`src/rtl/cruise_pkg.sv`:
```
// Shared definitions for the cruise speed controller: state encoding,
// default speed limits and the settle counter width.
package cruise_pkg;

  localparam logic [1:0] ST_OFF   = 2'd0;
  localparam logic [1:0] ST_HOLD  = 2'd1;
  localparam logic [1:0] ST_ACCEL = 2'd2;
  localparam logic [1:0] ST_DECEL = 2'd3;

  localparam int DEF_WIDTH     = 8;
  localparam int DEF_MIN_SPEED = 40;
  localparam int DEF_MAX_SPEED = 200;
  localparam int DEF_SETTLE    = 4;

  // Settle counter width; SETTLE must stay within 1..15.
  localparam int CNT_W = 4;

endpackage

```
`src/rtl/cruise_speed_controller_settle_filter.sv`:
```
// Debounces comparator results: asserts go_up / go_down combinationally in
// the cycle where the SETTLE-th consecutive identical L / G sample arrives.
module settle_filter
  import cruise_pkg::*;
#(
  parameter int SETTLE = DEF_SETTLE
) (
  input  logic clk,
  input  logic reset,
  input  logic g,
  input  logic l,
  input  logic valid,
  input  logic clear,
  output logic go_up,
  output logic go_down
);

  localparam logic [CNT_W-1:0] SETTLE_C = CNT_W'(SETTLE);

  logic [CNT_W-1:0] count_q, count_d, run_d, count_inc;
  logic             dir_q, dir_d;

  // Next run length: a directional sample extends or restarts the run,
  // Eq or an invalid pattern breaks it; clear overrides the stored value only.
  always_comb begin
    count_inc = (count_q == '1) ? count_q : count_q + CNT_W'(1);
    run_d     = '0;
    dir_d     = dir_q;
    if (valid && (g || l)) begin
      dir_d = l;
      if ((count_q != '0) && (dir_q == l)) begin
        run_d = count_inc;
      end else begin
        run_d = CNT_W'(1);
      end
    end
    go_up   = valid && l && (run_d == SETTLE_C);
    go_down = valid && g && (run_d == SETTLE_C);
    count_d = clear ? '0 : run_d;
  end

  // Count and direction registers.
  always_ff @(posedge clk) begin
    if (reset) begin
      count_q <= '0;
      dir_q   <= 1'b0;
    end else begin
      count_q <= count_d;
      dir_q   <= dir_d;
    end
  end

endmodule

```
`src/rtl/cruise_speed_controller.sv`:
```
// Cruise speed controller: owns the set-speed register and runs a Moore FSM
// that turns filtered comparator results into throttle up/down commands.
module cruise_speed_controller
  import cruise_pkg::*;
#(
  parameter int WIDTH     = DEF_WIDTH,
  parameter int MIN_SPEED = DEF_MIN_SPEED,
  parameter int MAX_SPEED = DEF_MAX_SPEED,
  parameter int SETTLE    = DEF_SETTLE
) (
  input  logic             clk,
  input  logic             reset,
  input  logic [WIDTH-1:0] speed,
  input  logic             cruise_on,
  input  logic             cruise_off,
  input  logic             brake,
  input  logic             inc,
  input  logic             dec,
  input  logic             cmp_g,
  input  logic             cmp_eq,
  input  logic             cmp_l,
  output logic [WIDTH-1:0] set_speed,
  output logic             active,
  output logic             throttle_up,
  output logic             throttle_down
);

  localparam logic [WIDTH-1:0] MIN_C = WIDTH'(MIN_SPEED);
  localparam logic [WIDTH-1:0] MAX_C = WIDTH'(MAX_SPEED);

  logic [1:0]       state_q, state_d;
  logic [WIDTH-1:0] set_q, set_d;
  logic             active_q, up_q, down_q;
  logic             valid, go_up, go_down, restart, flt_clear;

  // Settling comparator outputs may show zero or several bits; only one-hot counts.
  assign valid = $onehot({cmp_g, cmp_eq, cmp_l});

  // Filter history only lives while HOLD persists across the edge.
  assign flt_clear = restart || (state_q != ST_HOLD) || (state_d != ST_HOLD);

  settle_filter #(
    .SETTLE(SETTLE)
  ) u_filter (
    .clk    (clk),
    .reset  (reset),
    .g      (cmp_g),
    .l      (cmp_l),
    .valid  (valid),
    .clear  (flt_clear),
    .go_up  (go_up),
    .go_down(go_down)
  );

  // Next state and set speed in priority order: brake/off, capture, buttons, comparator.
  always_comb begin
    state_d = state_q;
    set_d   = set_q;
    restart = 1'b0;
    if (brake || cruise_off) begin
      state_d = ST_OFF;
    end else if (cruise_on && (speed >= MIN_C)) begin
      state_d = ST_HOLD;
      set_d   = speed;
      restart = 1'b1;
    end else if ((state_q != ST_OFF) && (inc != dec) &&
                 (inc ? (set_q < MAX_C) : (set_q > MIN_C))) begin
      set_d   = inc ? set_q + WIDTH'(1) : set_q - WIDTH'(1);
      state_d = ST_HOLD;
      restart = 1'b1;
    end else begin
      case (state_q)
        ST_HOLD: begin
          if (go_up)        state_d = ST_ACCEL;
          else if (go_down) state_d = ST_DECEL;
        end
        ST_ACCEL: if (valid && (cmp_eq || cmp_g)) state_d = ST_HOLD;
        ST_DECEL: if (valid && (cmp_eq || cmp_l)) state_d = ST_HOLD;
        default: ;
      endcase
    end
  end

  // State, set speed and state-decoded output registers.
  always_ff @(posedge clk) begin
    if (reset) begin
      state_q  <= ST_OFF;
      set_q    <= '0;
      active_q <= 1'b0;
      up_q     <= 1'b0;
      down_q   <= 1'b0;
    end else begin
      state_q  <= state_d;
      set_q    <= set_d;
      active_q <= (state_d != ST_OFF);
      up_q     <= (state_d == ST_ACCEL);
      down_q   <= (state_d == ST_DECEL);
    end
  end

  assign set_speed     = set_q;
  assign active        = active_q;
  assign throttle_up   = up_q;
  assign throttle_down = down_q;

endmodule
```
`config.mk`:
```
export PLATFORM = sky130hd
export DESIGN_NAME = cruise_speed_controller
export DESIGN_NICKNAME = d
export VERILOG_FILES = /design/src/rtl/cruise_pkg.sv /design/src/rtl/cruise_speed_controller_settle_filter.sv /design/src/rtl/cruise_speed_controller.sv
export SDC_FILE = /design/constraint.sdc
export NUM_CORES = 1
export LEC_CHECK = 0
export CAP_MARGIN = 20
export CORE_ASPECT_RATIO = 1.1
export CORE_MARGIN = 5
export CORE_UTILIZATION = 45
export CTS_CLUSTER_DIAMETER = 100
export DETAILED_ROUTE_END_ITERATION = 6
export GPL_TIMING_DRIVEN = 0
export PLACE_DENSITY_LB_ADDON = 0.15
export SETUP_SLACK_MARGIN = 0.3
export SYNTH_ARGS = -nofsm -noshare
export SYNTH_HDL_FRONTEND = slang
export SYNTH_SLANG_ARGS = --single-unit
export TNS_END_PERCENT = 30
```
`constraint.sdc`:
```
create_clock -name clk -period 3.2 [get_ports clk]
set_input_delay 0.8 -clock clk [delete_from_list [all_inputs] [get_ports clk]]
set_output_delay 0.8 -clock clk [all_outputs]
set_load 0.02 [all_outputs]
```
# ---- After elaboration in Yosys (flattened, before gate mapping)
# Index checks and enable logic that the tools add are counted.
dict set report totals {
  mem_bits_rw 0
  n_memories 0
  ff_bits 18
  out_inout_bits 11
  wordCells 69
  mem_bits_ro 0
  latchBits 0
  inputBits 18
}
dict set report classes {
  n_reduce_logical 23
  n_lt_le_gt_ge 3
  n_mux 18
  n_addsub 5
  n_div 0
  n_shift 0
  n_eq_ne 12
  bitwise 1
  mul 0
}
# cell count
set ops {}
lappend ops {{$mux 8} 3}
lappend ops {{$mux 2} 7}
lappend ops {{$mux 4} 3}
lappend ops {{$logic_and 1x1->1} 11}
lappend ops {{$add 8x1->8 const B} 1}
lappend ops {{$eq 2x2->1 const B} 4}
lappend ops {{$ge 8x6->1 const B} 1}
lappend ops {{$gt 8x6->1 const B} 1}
lappend ops {{$lt 8x8->1 const B} 1}
lappend ops {{$sub 8x1->8 const B} 1}
lappend ops {{$logic_or 1x1->1} 6}
lappend ops {{$pmux 2 s3} 1}
lappend ops {{$reduce_bool 2->1} 3}
lappend ops {{$add 4x1->4 const B} 1}
lappend ops {{$eq 2x1->1 const B} 2}
lappend ops {{$eq 4x3->1 const B} 1}
lappend ops {{$eq 4x4->1 const B} 1}
lappend ops {{$mux 1} 4}
lappend ops {{$ne 2x1->1 const B} 2}
lappend ops {{$reduce_bool 4->1} 1}
lappend ops {{$add 1x1->2} 1}
lappend ops {{$add 2x1->2} 1}
lappend ops {{$reduce_and 2->1} 1}
lappend ops {{$reduce_or 2->1} 1}
lappend ops {{other kinds (3)} 3}

# ---- Logic depth before layout (Yosys ltp)
# Gate-level depths: netlist of the first run.
dict set report logic_depth {
  depth_word 16
  ltp_mapped 8
  depth_no_buf 8
}

# ---- By module
# A second synthesis of the first run with hierarchy kept.
dict set report unflattened {
  cells_unflattened 157
  hier_area_um2 1353.8
}
# mod seq_area_each_um2 n_inst cells_each area_per_inst_um2
set modules_own_cells {}
lappend modules_own_cells {cruise_speed_controller 260.2 1 121 1033.5}
lappend modules_own_cells {settle_filter 100.1 1 36 320.3}

# ---- Worst setup path before layout of the first run
# OpenSTA, ideal clock, no wires.
dict set report synth_timing {
  path_kind {input to register}
  startpoint {input cmp_g}
  endpoint {register u_filter.count_q[0]}
  t_required_ns 3.097
  arrival_ns 2.492
  n_path_buf 0
  path_slack_ns 0.605
  setup_time_ns 0.103
  path_stages 7
  path_cell_list {fa_1 -> nand2b_1 -> o21ai_0 -> or2b_2 -> o2111ai_1 -> o211ai_2 -> a2111oi_2}
}
dict set report synth_via {
  elab_chain_len 15
  elab_cells_between_ends 24
  cone_classes {1 x add/sub; 3 x eq/ne; 9 x mux; 11 x reduce/logical}
}
# item line
set synth_lines {}
lappend synth_lines {{start, declared} cruise_speed_controller.sv:19} ;# input logic cmp_g,
lappend synth_lines {{$add 2x1->2 (implied by the code)} cruise_speed_controller.sv:37} ;# assign valid = $onehot({cmp_g, cmp_eq, cmp_l});
lappend synth_lines {{$eq 2x1->1} cruise_speed_controller.sv:37}
lappend synth_lines {{$logic_and 1x1->1} cruise_speed_controller_settle_filter.sv:29} ;# if (valid && (g || l)) begin
lappend synth_lines {{$mux 4} cruise_speed_controller_settle_filter.sv:29}
lappend synth_lines {{$eq 4x3->1} {cruise_speed_controller_settle_filter.sv:37, cruise_speed_controller_settle_filter.sv:38}}
lappend synth_lines {{$logic_and 1x1->1} cruise_speed_controller_settle_filter.sv:38} ;# go_down = valid && g && (run_d == SETTLE_C);
lappend synth_lines {{$mux 2} cruise_speed_controller.sv:75} ;# else if (go_down) state_d = ST_DECEL;
lappend synth_lines {{$mux 2} cruise_speed_controller.sv:74} ;# if (go_up) state_d = ST_ACCEL;
lappend synth_lines {{$pmux 2 s3} cruise_speed_controller.sv:72} ;# case (state_q)
lappend synth_lines {{$mux 2} cruise_speed_controller.sv:66} ;# end else if ((state_q != ST_OFF) && (inc != dec) &&
lappend synth_lines {{$mux 2} cruise_speed_controller.sv:62} ;# end else if (cruise_on && (speed >= MIN_C)) begin
lappend synth_lines {{$mux 2} cruise_speed_controller.sv:60} ;# if (brake || cruise_off) begin
lappend synth_lines {{$ne 2x1->1} cruise_speed_controller.sv:40} ;# assign flt_clear = restart || (state_q != ST_HOLD) || (state_d != ST_HOLD);
lappend synth_lines {{$logic_or 1x1->1} cruise_speed_controller.sv:40}
lappend synth_lines {{$reduce_or 2->1 (no source line)} --}
lappend synth_lines {{end signal, assigned} cruise_speed_controller_settle_filter.sv:48} ;# count_q <= count_d;
lappend synth_lines {{end, declared} cruise_speed_controller_settle_filter.sv:20} ;# logic [CNT_W-1:0] count_q, count_d, run_d, count_inc;
# Several ways; a longest one is shown, not always the timed one.
# A chain may end at the register's enable or synchronous reset.

# ---- Worst setup path after layout of the first run
dict set report layout_timing {
  startpoint {input cmp_l}
  endpoint {register up_q, in the netlist throttle_up}
}
dict set report layout_via {
  elab_chain_len 14
  elab_cells_between_ends 26
  cone_classes {2 x add/sub; 4 x eq/ne; 10 x mux; 10 x reduce/logical}
}
# item line
set layout_lines {}
lappend layout_lines {{start, declared} cruise_speed_controller.sv:21} ;# input logic cmp_l,
lappend layout_lines {{$add 1x1->2 (implied by the code)} cruise_speed_controller.sv:37}
lappend layout_lines {{$add 2x1->2 (implied by the code)} cruise_speed_controller.sv:37}
lappend layout_lines {{$eq 2x1->1} cruise_speed_controller.sv:37}
lappend layout_lines {{$logic_and 1x1->1} cruise_speed_controller_settle_filter.sv:29}
lappend layout_lines {{$mux 4} cruise_speed_controller_settle_filter.sv:29}
lappend layout_lines {{$eq 4x3->1} {cruise_speed_controller_settle_filter.sv:37, cruise_speed_controller_settle_filter.sv:38}}
lappend layout_lines {{$logic_and 1x1->1} cruise_speed_controller_settle_filter.sv:38}
lappend layout_lines {{$mux 2} cruise_speed_controller.sv:75}
lappend layout_lines {{$mux 2} cruise_speed_controller.sv:74}
lappend layout_lines {{$pmux 2 s3 (*)} cruise_speed_controller.sv:72}
lappend layout_lines {{$mux 2 (*)} cruise_speed_controller.sv:66}
lappend layout_lines {{$mux 2 (*)} cruise_speed_controller.sv:62}
lappend layout_lines {{$mux 2 (*)} cruise_speed_controller.sv:60}
lappend layout_lines {{$eq 2x2->1 (*)} cruise_speed_controller.sv:96} ;# up_q <= (state_d == ST_ACCEL);
lappend layout_lines {{end signal, assigned} cruise_speed_controller.sv:96}
lappend layout_lines {{end, declared} cruise_speed_controller.sv:33} ;# logic active_q, up_q, down_q;
# Mark *: on every way between the ends. The rest lies on a longest branch, timed or not.

==> run metrics, run 1 <==
run status finished clean; number of buffers between clock root and the deepest sink 2; Post-Synth XOR/XNOR Area 5.696%; final net count 223; die area 4286 sq um; TritonCTS clock tree done; Initial Utilization 46.20%; worst setup skew after layout 0.004139 ns; Crit path max-delay family compound AO/OA/AOI/OAI gates; synthesized area per cell 8.649 sq um; Final Critical Period 2.724 ns; clock root buffer clkbuf_4; antenna fix cells 0; adder and majority cell fraction of the synthesized area 11.03%; highest clock frequency the design can meet 367.1 MHz; part of the Yosys area used for sequential elements 26.04%; Crit Reg-Reg Startpoint u_filter.count_q[1]; largest family of logic cells by synthesized area compound AO/OA/AOI/OAI gates; GRT Total Usage 15.24%; number of port buffers 28; sum of negative setup slack 0 ns; layout cell share with drive strength beyond 1 11.98%; Hold Path Cell Cnt 2; HPWL after detailed placement 2652 microns; number of hold buffers added after CTS 0; crit-path cells dlygate4sd2_1 -> fa_1 -> nand2b_4 -> a2111oi_4 -> o2111a_1 -> o221ai_2 -> a211o_1 -> nor2b_1; final cycle utilization of the critical path 85.12%; Hold Path Origin set_speed[2]; source-to-sink clock delay at the later pin of the worst-skew pair 0.29 ns; mux cell area share after synthesis 3.617%; Rows 21; Final Power 0.4942 mW; count of TritonRoute iterations in the first routing pass 4; vertical die dimension 68.16 microns; max-cap check violation count 0; number of enable-type register cells in the synthesized netlist 0; DRC violation count after routing 0; R2R setup slack 0.97 ns; worst hold path type reg -> reg; cell depth of the worst flop-to-flop path 7; via count 1,350; kind of end point of the critical path flop; count of cell types in the netlist 47; CTS HTree Levels 1; via count of the first global-routing pass 1,265; overall die width 62.88 microns; post-synthesis async set-or-reset flop share 0%; Sink Count 18; Detail Route Antenna Nets 0; number of setup violations in the final report 0; wire length of the first global-routing pass 5340 microns; leakage power 0.7130 nW; highest cell delay on the worst timing path 0.56 ns; I/O pins 29; RSZ-0062 raised after global routing false; CTS clock-pin slew for the worst setup and hold paths 0.10 ns; Synth warnings 0; Pins Over Slew Limit 0; number of nets produced by synthesis 189; number of storage elements in the synthesis netlist 18; start-to-end type of the worst setup path in -> reg; via count normalized by instance count 5.973; wire length reported by the detailed router 3332 microns; initial DRC count 58; prevailing post-synth register cell dfxtp_1; simple-gate share of the synthesized area 20.52%; endpoint of the worst register-to-register path u_filter.count_q[0]; worst vdd rail ir drop 0.1786 mV; cell area power density 278.2 nW/um^2; area of the core 2995 sq um; headroom to the max-slew limit 58.46%; placer congestion estimate 0.8402; compound-gate portion of the synthesized area 29.66%; growth of design area from synthesis to finish 28.39%; synthesized instance count 160; Arr. time, crit path 2.96 ns; largest net degree at the start of global routing 11; average wire per standard cell 14.74 microns; required time at the endpoint of the critical path 3.44 ns; kind of launch point of the worst setup path primary input; Post-Route Hold Slack 0.5162 ns; worst hold path endpoint set_speed[2]; Final Hold Viols 0; post-synthesis instance area 1384 sq um; residual overflow from global routing 0; worst slew pin tran 0.6197 ns; number of buffers and inverters on the critical path 1; highest fanout seen on the critical path 7; Inserted Clock Buffers 3; Worst path slowest cell fa_1; initial antenna violation count 0
final cells by class:
class | count | area, sq um
timing repair buffer | 29 | 290.3
sequential | 18 | 360.3
clock buffer | 3 | 22.52
buffer | 3 | 17.52
tap | 34 | 42.54
inverter | 8 | 30.03
fill | 302 | 1219
multi-input combinational | 131 | 1013
repair_timing:
action                     4_1_cts  5_1_grt
setup endpoints to repair       10        9
buffers inserted                 0        1
resized for setup                5        6
pin swaps                        0        3
how the worst max path moves through the flow:
stage                       from                   to  slack, ns  depth (start not counted)
after CTS                 cmp_eq  u_filter.count_q[0]       0.29                          8
after global routing       cmp_l          throttle_up       0.39                          8
after detailed placement   cmp_l          throttle_up      -0.18                          8
after floorplan            cmp_g  u_filter.count_q[0]       0.61                          7
final                      cmp_l          throttle_up       0.48                          8
after global placement     cmp_l          throttle_up      -0.11                          8
placed cells by master (no fill, tap or decap), drive strengths merged, types with 3 or more instances in the layout:
master | synthesis | layout
a211oi | 3 | 3
xor2 | 5 | 5
nand3 | 4 | 4
nand2 | 13 | 13
clkdlybuf4s50 | 0 | 24
clkbuf | 1 | 4
mux2i | 5 | 5
inv | 8 | 8
xnor2 | 4 | 4
a21oi | 9 | 9
nor3 | 7 | 7
a31oi | 4 | 4
ha | 9 | 9
dfxtp | 18 | 18
o211ai | 5 | 5
o21ai | 13 | 13
nor2 | 16 | 16
worst reg2reg max path: stages, from the launching register on:
cell	delay, ns
dfxtp_1	0.43
ha_1	0.32
and4b_1	0.25
o221a_2	0.25
and4_1	0.24
o22ai_4	0.16
o211ai_2	0.13
a2111oi_2	0.34
state kept, by name, summed over array words and instances (netlist names):
register / flops
active: 1
set_speed: 8
state_q: 2
throttle_down: 1
throttle_up: 1
u_filter.count_q: 4
u_filter.dir_q: 1
per-layer routing:
metal	global-route usage, %	vias to the layer above	share of wire, %
li1	-	663	-
met1	16.88	658	40
met2	30.13	25	56
met3	1.970	4	2.8
met4	4.775	0	1.0
met5	0	-	0
synthesized netlist by cell type (2+ instances only):
cell type | instances | area, sq um
a31oi_1 | 4 | 25.02
nand2b_1 | 2 | 12.51
o211a_1 | 2 | 20.02
xor2_1 | 5 | 43.79
nand2_1 | 13 | 48.80
mux2i_1 | 5 | 50.05
o211ai_1 | 4 | 30.03
a21oi_1 | 9 | 45.04
a2111oi_2 | 2 | 30.03
o21ai_0 | 12 | 60.06
o2111ai_1 | 2 | 17.52
inv_1 | 8 | 30.03
fa_1 | 2 | 40.04
nor2b_1 | 2 | 12.51
xnor2_1 | 4 | 35.03
a21o_1 | 2 | 15.01
ha_1 | 9 | 112.6
o21bai_1 | 2 | 15.01
nor2_1 | 16 | 60.06
dfxtp_1 | 18 | 360.4
a211oi_1 | 3 | 22.52
nand3_1 | 4 | 20.02
nor3_1 | 6 | 30.03
power by group:
part           total (mW)  internal, mW  switching [mW]
logic               0.140        0.0660          0.0744
clock network       0.114        0.0438          0.0703
registers           0.240         0.231         0.00901
total               0.494         0.341           0.154
cells by family after synthesis:
logic type                 after synthesis
AOI/OAI and AO/OA                       52
adders and majority gates               11
xor gates and xnor gates                 9
and+or+nand+nor                         54
DFF                                     18
muxes                                    5
buffers and inverters                   11
through the flow:
step	cells	area [sq um]	utilization, %	setup WS (ns)
6_report	226	1777	59.32	0.4762
2_1_floorplan	160	1384	-	0.6050
3_3_place_gp	222	1707	56.98	-0.1089
4_1_cts	225	1742	58.15	0.2925
5_1_grt	226	1777	59.32	0.3946
3_5_place_dp	222	1707	56.98	-0.1835
Note: power is estimated with default switching activity, not from simulation.
==> inputs of run 2 (changes only) <==
CELL_PAD_IN_SITES_DETAIL_PLACEMENT = 1   (was unset)
CELL_PAD_IN_SITES_GLOBAL_PLACEMENT = 1   (was unset)
CORE_UTILIZATION = 38   (was 45)
==> run 2 against run 1 <==
Fmax barely moved; sequential share of layout area down 0.53 points; clock skew down 0.0028 ns; final cell count rose by 7.1%; global-route usage up 2.2 points; non-clock buffer count down 1; largest cell class unchanged.
==> run metrics, run 2 (synthesis gave the netlist of run 1 again) <==
number of buffers and inverters on the critical path 1 (unchanged); Inserted Clock Buffers 3 (unchanged); run status finished clean (unchanged); clock root buffer clkbuf_8 (was clkbuf_4); number of hold buffers added after CTS 0 (unchanged); antenna fix cells 0 (unchanged); leakage power 0.7149 nW (was 0.7130 nW); Final Critical Period 2.723 ns (was 2.724 ns); I/O pins 29 (unchanged); endpoint of the worst register-to-register path u_filter.count_q[0] (unchanged); residual overflow from global routing 0 (unchanged); area of the core 3568 sq um (was 2995 sq um); Pins Over Slew Limit 0 (unchanged); Initial Utilization 38.78% (was 46.20%); via count of the first global-routing pass 1,515 (was 1,265); CTS clock-pin slew for the worst setup and hold paths 0.07 ns (was 0.10 ns); R2R setup slack 1.00 ns (was 0.97 ns); crit-path cells clkdlybuf4s50_1 -> o21ai_0 -> a21boi_2 -> a31oi_1 -> nor3_2 -> o211ai_1 -> o211a_1 (was dlygate4sd2_1 -> fa_1 -> nand2b_4 -> a2111oi_4 -> o2111a_1 -> o221ai_2 -> a211o_1 -> nor2b_1); final cycle utilization of the critical path 85.08% (was 85.12%); highest clock frequency the design can meet 367.3 MHz (was 367.1 MHz); wire length reported by the detailed router 3870 microns (was 3332 microns); vertical die dimension 73.29 microns (was 68.16 microns); most common cell after layout, fill and taps aside clkdlybuf4s50_1 (unchanged); max reg flops 8 (unchanged); initial DRC count 54 (was 58); layout cell share with drive strength beyond 1 11.46% (was 11.98%); number of buffers between clock root and the deepest sink 2 (unchanged); leading cell types in the layout, fill and taps excluded clkdlybuf4s50_1, dfxtp_1, nor2_1 (unchanged); growth of design area from synthesis to finish 31.83% (was 28.39%); Final Hold Viols 0 (unchanged); source-to-sink clock delay at the later pin of the worst-skew pair 0.25 ns (was 0.29 ns); initial antenna violation count 0 (unchanged); standard cell area after detailed placement 1727 sq um (was 1707 sq um); DRC violation count after routing 0 (unchanged); headroom to the max-slew limit 55.40% (was 58.46%); RSZ-0062 raised after global routing true (was false); GRT Total Usage 17.42% (was 15.24%); logic depth of the worst path, buffers included 7 (was 8); count of TritonRoute iterations in the first routing pass 4 (unchanged); Worst path slowest cell nor3_2 (was fa_1); via count normalized by instance count 5.574 (was 5.973); worst slew pin tran 0.6653 ns (was 0.6197 ns); required time at the endpoint of the critical path 3.35 ns (was 3.44 ns); cell depth of the worst flop-to-flop path 7 (unchanged); final standard cell area without fillers 1824 sq um (was 1777 sq um); Crit path max-delay family compound AO/OA/AOI/OAI gates (unchanged); kind of end point of the critical path flop (unchanged); number of setup violations in the final report 0 (unchanged); die area 4950 sq um (was 4286 sq um); end point of the critical path set_speed[5] (was throttle_up); wire length of the first global-routing pass 6775 microns (was 5340 microns); kind of launch point of the worst setup path primary input (unchanged); Detail Route Antenna Nets 0 (unchanged); placer congestion estimate 0.7817 (was 0.8402); start-to-end type of the worst setup path in -> reg (unchanged); cell area power density 312.8 nW/um^2 (was 278.2 nW/um^2); max-cap check violation count 0 (unchanged); largest net degree at the start of global routing 11 (unchanged); number of port buffers 28 (unchanged); highest fanout seen on the critical path 10 (was 7); Arr. time, crit path 2.87 ns (was 2.96 ns); final net count 222 (was 223); via count 1,349 (was 1,350); Sink Count 18 (unchanged); CTS HTree Levels 1 (unchanged); worst hold path type reg -> reg (unchanged); critical path launch point speed[4] (was cmp_l); overall die width 67.54 microns (was 62.88 microns); average wire per standard cell 15.99 microns (was 14.74 microns); worst setup skew after layout 0.001357 ns (was 0.004139 ns); Rows 23 (was 21); TritonCTS clock tree done (unchanged); HPWL after detailed placement 3079 microns (was 2652 microns); worst vdd rail ir drop 0.1216 mV (was 0.1786 mV); Crit Reg-Reg Startpoint u_filter.count_q[1] (unchanged); sum of negative setup slack 0 ns (unchanged); highest cell delay on the worst timing path 0.55 ns (was 0.56 ns)
-- run 2: changes by cell type in the layout (fill, tap and decap cells not counted) --
cell            change
a2111oi_2           -1
o2111ai_1           +1
clkbuf_8            +4
dlygate4sd2_1       +1
dlymetal6s2s_1      -1
clkbuf_4            -3
buf_4               -1
o2111ai_2           -1
a2111oi_4           +1
-- run 2: area by class of cell --
type | instances | area [sq um]
inverters | 8 | 30.03
clock buffers | 4 | 55.05
multi-input cells | 131 | 1020
repair buffers | 28 | 279.0
fillers | 438 | 1744
plain buffers | 3 | 17.52
flip-flops and latches | 18 | 360.3
well taps | 50 | 62.56
-- run 2: routing by layer --
layer,GRT usage (%),vias up,part of all wire [%]
met2,34.16,17,58
met5,0,-,0
met4,4.955,0,1.4
li1,-,659,-
met1,19.47,669,39
met3,1.223,4,1.4
-- run 2: where the power goes --
group / switching (mW) / total, mW / internal (mW)
logic: 0.0781 / 0.144 / 0.0661
clock network: 0.0773 / 0.187 / 0.109
registers: 0.00929 / 0.240 / 0.231
total: 0.165 / 0.571 / 0.406
-- run 2: worst min-delay path by stage --
| stage | slack (ns) | start | depth (start not counted) | end |
|---|---|---|---|---|
| finish | 0.50 | set_speed[3] | 2 | set_speed[3] |
| global route | 0.54 | set_speed[2] | 2 | set_speed[2] |
| CTS | 0.51 | set_speed[3] | 2 | set_speed[3] |
| detailed placement | 0.50 | set_speed[3] | 2 | set_speed[3] |
| global placement | 0.49 | set_speed[3] | 2 | set_speed[3] |
| floorplan | 0.48 | u_filter.dir_q | 2 | u_filter.dir_q |
-- run 2: worst min-delay path: cells and delay by family, from the launching register on --
| kind | cells | cell delay [ns] |
|---|---|---|
| simple gates | 1 | 0.07 |
| flops | 1 | 0.34 |
| compound gates | 1 | 0.05 |
-- run 2: metrics by stage --
step | util, % | setup WS, ns | total power, mW | hold slack, ns | cells
finish | 51.12 | 0.4775 | 0.5707 | 0.5018 | 242
global route | 51.12 | 0.2935 | 0.6020 | 0.5363 | 242
CTS | 50.04 | 0.2588 | 0.5724 | 0.5085 | 242
detailed placement | 48.39 | -0.1693 | 0.3842 | 0.4967 | 238
global placement | 48.39 | -0.1202 | 0.3791 | 0.4904 | 238
floorplan | - | 0.6050 | 0.3246 | 0.4807 | 160
-- run 2: what timing repair did --
item,4_1_cts,5_1_grt
setup endpoints to repair,11,9
resized for setup,6,5
pin swaps,0,1
setup buffers,0,0
==> inputs of run 3 (changes only) <==
CORE_ASPECT_RATIO = 0.9   (was 1.1)
==> run 3 against run 2 <==
Clock power is essentially flat; final area shrank 1.6%; final cell count shrank 2.5%; via count grew 1.3%; non-clock buffer count is the same; global-route usage grew 0.23 points; sequential share of layout area grew 0.32 points; largest power group unchanged.
==> run metrics, run 3 (synthesis gave the netlist of run 1 again) <==
kind of launch point of the worst setup path primary input (unchanged); Hold Path Origin set_speed[2] (was set_speed[3]); Initial Utilization 40.07% (was 38.78%); total setup buffers inserted after CTS 0 (unchanged); initial DRC count 62 (was 54); required time at the endpoint of the critical path 3.34 ns (was 3.35 ns); highest fanout seen on the critical path 7 (was 10); worst setup skew after layout 0.004227 ns (was 0.001357 ns); growth of design area from synthesis to finish 29.75% (was 31.83%); worst hold path type reg -> reg (unchanged); I/O pins 29 (unchanged); CTS clock-pin slew for the worst setup and hold paths 0.07 ns (about the same); worst slew pin tran 0.5032 ns (was 0.6653 ns); worst vdd rail ir drop 0.2500 mV (was 0.1216 mV); Rows 20 (was 23); final cycle utilization of the critical path 87.52% (was 85.08%); wire length reported by the detailed router 4020 microns (was 3870 microns); headroom to the max-slew limit 66.26% (was 55.40%); worst hold path endpoint set_speed[2] (was set_speed[3]); TritonCTS clock tree done (unchanged); cell depth of the worst flop-to-flop path 6 (was 7); RSZ-0062 raised after global routing true (unchanged); HPWL after detailed placement 3191 microns (was 3079 microns); Sink Count 18 (unchanged); standard cell area after detailed placement 1719 sq um (was 1727 sq um); Worst path slowest cell fa_1 (was nor3_2); area of the core 3453 sq um (was 3568 sq um); via count 1,366 (was 1,349); Final Hold Viols 0 (unchanged); count of TritonRoute iterations in the first routing pass 4 (unchanged); number of buffers between clock root and the deepest sink 2 (unchanged); leakage power 0.7032 nW (was 0.7149 nW); average wire per standard cell 17.03 microns (was 15.99 microns); antenna fix cells 0 (unchanged); vertical die dimension 67.25 microns (was 73.29 microns); max-cap check violation count 0 (unchanged); die area 4950 sq um (about the same); via count normalized by instance count 5.788 (was 5.574); final standard cell area without fillers 1795 sq um (was 1824 sq um); Final Critical Period 2.801 ns (was 2.723 ns); number of setup violations in the final report 0 (unchanged); layout cell share with drive strength beyond 1 10.42% (was 11.46%); Final Power 0.5737 mW (was 0.5707 mW); start-to-end type of the worst setup path in -> reg (unchanged); highest cell delay on the worst timing path 0.56 ns (was 0.55 ns); number of port buffers 28 (unchanged); Crit Reg-Reg Startpoint set_speed[0] (was u_filter.count_q[1]); Inserted Clock Buffers 3 (unchanged); GRT Total Usage 17.65% (was 17.42%); leading cell types in the layout, fill and taps excluded clkdlybuf4s50_1, dfxtp_1, nor2_1 (unchanged); kind of end point of the critical path flop (unchanged); Pins Over Slew Limit 0 (unchanged); placer congestion estimate 0.7761 (was 0.7817); residual overflow from global routing 0 (unchanged); setup ws final 0.3992 ns (was 0.4775 ns); run status finished clean (unchanged); endpoint of the worst register-to-register path u_filter.count_q[0] (unchanged); Hold Path Cell Cnt 2 (unchanged); via count of the first global-routing pass 1,459 (was 1,515); Arr. time, crit path 2.94 ns (was 2.87 ns); highest clock frequency the design can meet 357.0 MHz (was 367.3 MHz); number of hold buffers added after CTS 0 (unchanged); pre-CTS setup slack -0.2694 ns (was -0.1693 ns); wire length of the first global-routing pass 6900 microns (was 6775 microns); CTS HTree Levels 1 (unchanged); clock root buffer clkbuf_8 (unchanged); R2R setup slack 0.90 ns (was 1.00 ns); largest net degree at the start of global routing 11 (unchanged); DRC violation count after routing 0 (unchanged); overall die width 73.61 microns (was 67.54 microns); crit-path cells dlygate4sd2_1 -> fa_1 -> nand2b_4 -> a2111oi_4 -> o2111a_1 -> o221ai_2 -> o2111ai_1 -> nor2_1 (was clkdlybuf4s50_1 -> o21ai_0 -> a21boi_2 -> a31oi_1 -> nor3_2 -> o211ai_1 -> o211a_1); Detail Route Antenna Nets 0 (unchanged); most common cell after layout, fill and taps aside clkdlybuf4s50_1 (unchanged); max reg flops 8 (unchanged); source-to-sink clock delay at the later pin of the worst-skew pair 0.25 ns (about the same); final net count 222 (unchanged); initial antenna violation count 0 (unchanged); cell area power density 319.5 nW/um^2 (was 312.8 nW/um^2)
-- run 3: changes by cell type in the layout (fill, tap and decap cells not counted), sizes merged --
cell	previous run	this run
dlygate4sd2	3	4
dlymetal6s2s	1	0
-- run 3: worst max path at each step --
stage | slack [ns] | depth (start not counted) | end | start
final | 0.40 | 8 | u_filter.count_q[3] | cmp_l
after floorplan | 0.61 | 7 | u_filter.count_q[0] | cmp_g
after CTS | 0.39 | 8 | u_filter.count_q[0] | cmp_l
after detailed placement | -0.27 | 8 | throttle_up | cmp_g
after global routing | 0.24 | 8 | u_filter.count_q[0] | cmp_l
after global placement | -0.18 | 8 | throttle_up | cmp_g
-- run 3: critical path, delay by kind of cell --
| family | cells | cell delay, ns |
|---|---|---|
| AO/OA/AOI/OAI | 4 | 1.05 |
| adder cells (fa/ha/maj) | 1 | 0.56 |
| buffers and inverters | 1 | 0.33 |
| AND/OR/NAND/NOR | 2 | 0.19 |
-- run 3: where the power goes --
group / internal (mW) / switching [mW]
Clock: 0.109 / 0.0791
Combinational: 0.0655 / 0.0799
Sequential: 0.231 / 0.00908
-- run 3: stage by stage --
| stage | setup TNS (ns) | hold WS (ns) | util (%) | std cells |
|---|---|---|---|---|
| floorplan | 0 | 0.4807 | - | 160 |
| global placement | -1.345 | 0.4907 | 49.78 | 232 |
| detailed placement | -2.172 | 0.4927 | 49.78 | 232 |
| CTS | 0 | 0.5062 | 51.81 | 236 |
| global route | 0 | 0.5376 | 51.99 | 236 |
| finish | 0 | 0.5037 | 51.99 | 236 |
-- run 3: repair_timing --
action                     in CTS  in global routing
pin swaps                       4                  0
gates resized for setup         8                  1
setup endpoints to repair      11                  7
-- run 3: final cells by class --
cell class | instances | area, sq um
plain buffers | 3 | 17.52
clock buffers | 4 | 55.05
well taps | 44 | 55.05
flip-flops and latches | 18 | 360.3
multi-input cells | 131 | 1002
repair buffers | 28 | 275.3
fillers | 416 | 1658
inverters | 8 | 30.03
-- run 3: routing by layer --
metal  vias up  part of all wire, %  global-route usage [%]
met3         6                  5.2                   4.911
li1        661                    -                       -
met2        33                   47                   28.76
met4         0                  1.0                   2.715
met1       666                   47                   23.64
met5         -                    0                       0
